$ cat src/rtl/mem_req_ctrl.sv
// mem_req_ctrl
//   Accepts load/store requests from a processor into an in-order queue and
//   issues them to memory one at a time. Each request completes with a
//   one-cycle processor_resp pulse carrying load data and a timeout flag.
//
// Ports
//   clk, reset_n               clock; synchronous active-low reset
//   processor_req, store,      request handshake (accepted when req_ready)
//   addr, datatomem            store = 1 write, 0 load
//   req_ready                  queue has room
//   processor_resp, rd_data,   completion pulse; rd_data/error valid with it
//   error                      error = 1 means the memory access timed out
//   write_req, read_req,       memory request levels, held while in flight
//   addrout, wdata
//   datafrommem, mem_done      memory completion and read data
module mem_req_ctrl #(
  parameter int DATA_W  = 16,
  parameter int ADDR_W  = 14,
  parameter int DEPTH   = 4,
  parameter int TIMEOUT = 255
) (
  input  logic              clk,
  input  logic              reset_n,
  input  logic              processor_req,
  input  logic              store,
  input  logic [ADDR_W-1:0] addr,
  input  logic [DATA_W-1:0] datatomem,
  output logic              req_ready,
  output logic              processor_resp,
  output logic [DATA_W-1:0] rd_data,
  output logic              error,
  output logic              write_req,
  output logic              read_req,
  output logic [ADDR_W-1:0] addrout,
  output logic [DATA_W-1:0] wdata,
  input  logic [DATA_W-1:0] datafrommem,
  input  logic              mem_done
);

  localparam int PW = (DEPTH > 1) ? $clog2(DEPTH) : 1;
  localparam int CW = $clog2(DEPTH + 1);
  localparam int TW = (TIMEOUT > 1) ? $clog2(TIMEOUT + 1) : 1;
  // Timer counts completed BUSY cycles; the TIMEOUT-th BUSY cycle ends the wait.
  localparam logic [TW-1:0] TMAX = TW'(TIMEOUT - 1);

  typedef struct packed {
    logic              st;
    logic [ADDR_W-1:0] a;
    logic [DATA_W-1:0] d;
  } req_t;

  typedef enum logic [1:0] {IDLE, BUSY, RESP} state_t;

  // ---------------------------------------------------------------------------
  // Request queue
  // ---------------------------------------------------------------------------
  req_t          fifo_q [DEPTH];
  logic [PW-1:0] wr_ptr;
  logic [PW-1:0] rd_ptr;
  logic [CW-1:0] cnt;
  req_t          head;
  req_t          in_req;
  logic          push;
  logic          pop;

  assign req_ready = (cnt != CW'(DEPTH));
  assign push      = processor_req && req_ready;
  assign head      = fifo_q[rd_ptr];
  assign in_req    = '{st: store, a: addr, d: datatomem};

  // Storage needs no reset: entries are only read when cnt says they are valid.
  always_ff @(posedge clk) begin
    if (push) fifo_q[wr_ptr] <= in_req;
  end

  // Pointers wrap naturally because DEPTH is a power of two.
  always_ff @(posedge clk) begin
    if (!reset_n) begin
      wr_ptr <= '0;
      rd_ptr <= '0;
      cnt    <= '0;
    end else begin
      if (push) wr_ptr <= wr_ptr + PW'(1);
      if (pop)  rd_ptr <= rd_ptr + PW'(1);
      case ({push, pop})
        2'b10:   cnt <= cnt + CW'(1);
        2'b01:   cnt <= cnt - CW'(1);
        default: cnt <= cnt;
      endcase
    end
  end

  // ---------------------------------------------------------------------------
  // Control FSM
  // ---------------------------------------------------------------------------
  state_t        state_q;
  state_t        state_d;
  logic [TW-1:0] tmr_q;
  logic          done_hit;
  logic          tmo_hit;

  always_comb begin
    state_d  = state_q;
    pop      = 1'b0;
    done_hit = 1'b0;
    tmo_hit  = 1'b0;
    case (state_q)
      IDLE: begin
        if (cnt != '0) begin
          pop     = 1'b1;
          state_d = BUSY;
        end
      end
      BUSY: begin
        // mem_done has priority, so a completion on the timeout edge is good.
        if (mem_done) begin
          done_hit = 1'b1;
          state_d  = RESP;
        end else if (tmr_q == TMAX) begin
          tmo_hit = 1'b1;
          state_d = RESP;
        end
      end
      RESP:    state_d = IDLE;
      default: state_d = IDLE;
    endcase
  end

  // All outputs are registered; processor_resp is high exactly while in RESP.
  always_ff @(posedge clk) begin
    if (!reset_n) begin
      state_q        <= IDLE;
      tmr_q          <= '0;
      processor_resp <= 1'b0;
      rd_data        <= '0;
      error          <= 1'b0;
      write_req      <= 1'b0;
      read_req       <= 1'b0;
      addrout        <= '0;
      wdata          <= '0;
    end else begin
      state_q        <= state_d;
      processor_resp <= (state_d == RESP);
      if (pop) begin
        addrout   <= head.a;
        wdata     <= head.d;
        write_req <= head.st;
        read_req  <= !head.st;
        tmr_q     <= '0;
      end
      if (state_q == BUSY) begin
        if (done_hit || tmo_hit) begin
          write_req <= 1'b0;
          read_req  <= 1'b0;
          error     <= tmo_hit;
          // read_req still marks the in-flight request as a load here.
          if (done_hit && read_req) rd_data <= datafrommem;
        end else begin
          tmr_q <= tmr_q + TW'(1);
        end
      end
    end
  end

endmodule

$ cat config.mk
export PLATFORM = sky130hd
export DESIGN_NAME = mem_req_ctrl
export DESIGN_NICKNAME = d
export VERILOG_FILES = /design/src/rtl/mem_req_ctrl.sv
export SDC_FILE = /design/constraint.sdc
export NUM_CORES = 1
export LEC_CHECK = 0
export CORE_ASPECT_RATIO = 1.5
export CORE_MARGIN = 1.5
export CORE_UTILIZATION = 54
export CTS_BUF_LIST = sky130_fd_sc_hd__clkbuf_4 sky130_fd_sc_hd__clkbuf_8 sky130_fd_sc_hd__clkbuf_16
export CTS_CLUSTER_DIAMETER = 30
export DETAILED_ROUTE_END_ITERATION = 10
export PLACE_DENSITY = 0.86
export SYNTH_ARGS = -nofsm -noshare
export SYNTH_HDL_FRONTEND = slang
export SYNTH_SLANG_ARGS = --single-unit
$ cat constraint.sdc
create_clock -name clk -period 3.3 [get_ports clk]
set_input_delay 0.33 -clock clk [delete_from_list [all_inputs] [get_ports clk]]
set_output_delay 0.33 -clock clk [all_outputs]
set_load 0.02 [all_outputs]
# ---- Yosys cells after proc, flatten, opt, wreduce, memory -nomap -nowiden
# Memory sizes are Yosys's and may differ from the RTL's. A register that Yosys moved wholly into a read port is not among the register bits.
# Cells that the tools add are included.
dict set report totals {
  wordCells 58
  n_memories 1
  input_bits 51
  ff_bits 67
  mem_bits_rw 124
}
dict set report classes {
  mux 25
  n_addsub 5
  n_reduce_logical 9
  n_eq_ne 6
}
# name depth word_bits rd rd_ports_with_merged_regs wr line
set mem_list {}
lappend mem_list {fifo_q 4 31 1 1 1 57} ;# req_t fifo_q [DEPTH];
# operator n
set ops {}
lappend ops {{$mux W8} 3}
lappend ops {{$mux W1} 15}
lappend ops {{$mux W2} 5}
lappend ops {{$add A8 B1 Y8 const B} 1}
lappend ops {{$eq A8 B8 Y1 const B} 1}
lappend ops {{$pmux W3 S2} 1}
lappend ops {{$add A2 B1 Y2 const B} 2}
lappend ops {{$eq A2 B1 Y1 const B} 2}
lappend ops {{$eq A2 B2 Y1 const B} 2}
lappend ops {{$pmux W2 S2} 1}
lappend ops {{$add A3 B1 Y3 const B} 1}
lappend ops {{$ne A3 B3 Y1 const B} 1}
lappend ops {{$reduce_and A3 Y1} 1}
lappend ops {{$reduce_bool A3 Y1} 1}
lappend ops {{$sub A3 B1 Y3 const B} 1}
lappend ops {{$logic_and A1 B1 Y1} 2}
lappend ops {{$logic_not A2 Y1} 1}
lappend ops {{$reduce_and A2 Y1} 1}
lappend ops {{$reduce_bool A2 Y1} 1}
lappend ops {{$logic_not A1 Y1} 1}
lappend ops {{$logic_or A1 B1 Y1} 1}

# ---- Depth between registers and ports, before layout
dict set report logic_depth {
  ltp_word 7
  mapped_depth 11
  depth_no_buf 9
}

# ---- Least setup slack after synthesis
# OpenSTA, ideal clock, no wires.
dict set report synth_path {
  kind {register -> register}
  start {register cnt[0]}
  end {register cnt[2]}
  period_less_slack_ps 2353
  setup_ps 70
  path_stages_with_launch 12
  path_slack_ps 947
  arrival_time_ps 2282
  path_buffers 2
  t_required_ps 3230
  path_cell_list {dfxtp_1 -> nor3_1 -> or3_1 -> buf_2 -> inv_2 -> buf_4 -> ha_1 -> inv_1 -> fa_1 -> xor2_1 -> or3_1 -> a21oi_1}
}
dict set report synth_via {
  elab_chain_cells 5
}
# item line
set synth_rtl {}
lappend synth_rtl {{from (decl)} 60} ;# logic [CW-1:0] cnt;
lappend synth_rtl {{from (signal assigned)} 86} ;# 2'b10: cnt <= cnt + CW'(1);
lappend synth_rtl {{from (signal assigned)} 87} ;# 2'b01: cnt <= cnt - CW'(1);
lappend synth_rtl {{from (signal assigned)} 88} ;# default: cnt <= cnt;
lappend synth_rtl {{$reduce_bool A3 Y1 *} 109} ;# if (cnt != '0) begin
lappend synth_rtl {{$mux W1 *} 109}
lappend synth_rtl {{$mux W1 *} 107} ;# case (state_q)
lappend synth_rtl {{net pop} 64} ;# logic pop;
lappend synth_rtl {{$eq A2 B1 Y1 or $eq A2 B2 Y1 (tied branches)} 85} ;# case ({push, pop})
lappend synth_rtl {{$pmux W3 S2 or $reduce_bool A2 Y1 (tied branches)} --}
# Mark *: on every way through the listed nets, which the timed path passes. The rest lies on a longest branch.
# A chain may end at the register's enable or synchronous reset.

# ---- Final worst setup path
dict set report layout_path {
  start {register cnt[2]}
  end {register cnt[2]}
}
dict set report layout_via {
  elab_chain_cells 5
}
# item line
set layout_rtl {}
lappend layout_rtl {{$reduce_bool A3 Y1} 109}
lappend layout_rtl {{$mux W1} 109}
lappend layout_rtl {{$mux W1} 107}
lappend layout_rtl {{$eq A2 B1 Y1 or $eq A2 B2 Y1 (tied branches)} 85}
lappend layout_rtl {{$pmux W3 S2 or $reduce_bool A2 Y1 (tied branches)} --}
# Several ways; a longest one is shown, not always the timed one.

==> flow_summary.yaml <==
status:
  status: "finished, final reports clean"
routing:
  drc: 0
  routed_wirelength_um: 14700
  postRouteAntennaNets: 0
  vias_per_cell: 5.73
  drtPass1Iterations: 4
  vias: 4358
  wl_per_cell_um: 19.3
  drtIter0Drc: 229
final_layout:
  multi_input_area_um2: 1930
  final_cell_mix: "edfxtp_1, nand2_1, clkdlybuf4s50_1, dfxtp_1, a21oi_1"
  drive_above_1_share_pct: 12.6
  layout_commonest_cell: "edfxtp_1"
  nets: 647
  n_fill_cell: 819
  area_delta_synth_final_pct: 25.1
  seq_area_um2: 5110
  diodes: 0
synth:
  synth_ff_type: "edfxtp_1"
  ys_ff_latch: 193
  synth_cells: 486
  yosys.area.top_type: "edfxtp_1"
  syn_nets: 545
  ys_top_cells_by_area: "edfxtp_1, dfxtp_1, mux4_2, nand2_1, a21oi_1"
  ys_seq_area_share_pct: 71.2
  synth_edf_count: 124
  syn_area_um2: 7170
  ys_warn_count: 0
  async_flop_share_pct: 0
  avgSynthCellArea_um2: 14.8
  synth.top_cell.area_share_pct: 51.9
  synth_cell_types: 39
global_route:
  antenna_found_initial: 0
  first_global_vias: 4602
  grtUsageTotal_pct: 21.8
  grt_pass1_wl_um: 23000
  grt-ovfl-total: 0
  grt_max_degree: 37
timing:
  setup_viol: 0
  skew_ns: 0.00819
  setup_ws_ns: 0.828
  finalCriticalPeriod_ns: 2.47
  final_hold_viol_count: 0
  slew_headroom_pct: 41.6
  fmax_ghz: 0.405
  final.setup.tns_ns: 0
  fin_crit_sh_pct: 74.9
  rsz0062_at_grt: "false"
  holdWs_ns: 0.454
  finalMaxSlewViolations: 0
  worst_pin_slew_ns: 0.877
power:
  leakagePower_uw: 0.00300
  irDropWorstVdd_v: 0.000568
  power_density_nw_per_um2: 823
  power.total_uw: 7380
hold_path:
  worstHoldStart: "datafrommem[0]"
  hold_path_class: "input pin to flop"
  min_path_cells: 3
die:
  fp.dieH_um: 144
  die_area_um2: 14000
  core_area_um2: 13000
  rows: 51
  die_x_um: 97.1
  ios: 102
  initial_utilization_pct: 55.3
worst_setup_path:
  r2r-start: "cnt[2]"
  ff2ff_path_depth: 9
  crit_type: "flop to flop"
  cp_max_fo: 6
  required_ns: 3.66
  cp_data_arrival_time_ns: 2.83
  crit_start: "cnt[2]"
  worstSetupStartpointType: "flop"
  cp-end-kind: "flop"
clocking:
  clk_pin_slew_worst_paths_ns: 0.07
  clk_latency_ns: 0.43
  post_cts_resize_count: 0
  htreeDepth: 4
  cts_setup_buffers: 0
  cts_sinks: 193
  cts_tree: "done"
  root_buffer: "clkbuf_16"
  clockBufferDepth: 2
  cts_buffers: 17
  cts_hold_buf: 0
place:
  gp_congestion: 0.754
  dp_hpwl_um: 8900
  place_worst_setup_slack_ns: 0.882
  numPortBuffers: 101
run:
  drv_cap: 0
==> path summary, 6_finish.rpt <==
path	end	slack [ns]
max	cnt[2]	0.83
min	rd_data[0]	0.45
max reg2reg	cnt[2]	0.83
min reg2reg	write_req	0.46
==> kinds of logic (layout without fill, tap and decap cells) <==
logic type / count (synthesis) / after routing / share of synthesized area [%]
flops: 193 / 193 / 71.2
simple gates: 149 / 149 / 9.16
compound gates: 63 / 63 / 5.27
buf+inv: 33 / 148 / 2.01
mux: 32 / 32 / 9.88
fa+ha+maj: 8 / 8 / 1.50
xor+xnor: 8 / 8 / 0.977
==> metrics by stage <==
| stage | util [%] | instance area (um^2) | instances |
|---|---|---|---|
| after global placement | 64.2 | 8320 | 728 |
| after floorplan | - | 7170 | 486 |
| final | 69.3 | 8970 | 760 |
| after global routing | 69.3 | 8970 | 760 |
| after detailed placement | 64.2 | 8320 | 728 |
| after CTS | 69.3 | 8970 | 760 |
==> sequential cells by signal, summed over array words and instances, names as in the netlist, named ones only <==
| signal | count |
|---|---|
| cnt | 3 |
| fifo_q | 124 |
| addrout | 14 |
| write_req | 1 |
| tmr_q | 8 |
| rd_ptr | 2 |
| rd_data | 16 |
| wr_ptr | 2 |
| wdata | 16 |
| error | 1 |
| read_req | 1 |
| state_q | 2 |
| processor_resp | 1 |
==> worst max-delay path, stage by stage, from the launching register on <==
cell and delay, ns:
dfxtp_1 0.37, or3b_1 0.45, and2_1 0.24, clkinv_1 0.08, ha_1 0.18, inv_1 0.07
fa_1 0.38, xor2_1 0.17, or3_1 0.31, a21oi_1 0.14
==> synth_stat cells, types with 2 or more instances <==
cell and number:
nor2b_1 2, and3_1 7, and2_1 5, mux4_2 31, a21oi_1 37, ha_1 7
edfxtp_1 124, nand3_1 7, clkbuf_1 13, xnor2_1 3, xor2_1 5, or3_1 3
a21boi_1 17, nand4_1 2, buf_2 7, o21ai_0 2, inv_1 8, nand2_1 106
buf_4 3, nor2_1 8, dfxtp_1 69, or4_1 3
==> area by class of cell <==
class	instances	share of cell area (%)
flip-flops and latches	193	56.9
multi-input cells	260	21.5
repair buffers	106	11.7
clock buffers	17	4.74
clock inverters	15	2.55
well taps	159	2.22
inverters	10	0.418
==> routing by layer <==
metal  vias up  routed length [um]  GRT usage, %
met5         -                   0             0
met4         0                 349          10.5
met3        30                 723          4.88
met2       168                8010          39.8
met1      2175                5590          24.1
li1       1985                   -             -
==> report_power, final <==
group,internal (uW),switching [uW]
Clock,1350,901
Combinational,875,1060
Sequential,2950,244
No activity file was read; power rests on OpenSTA's default activity.
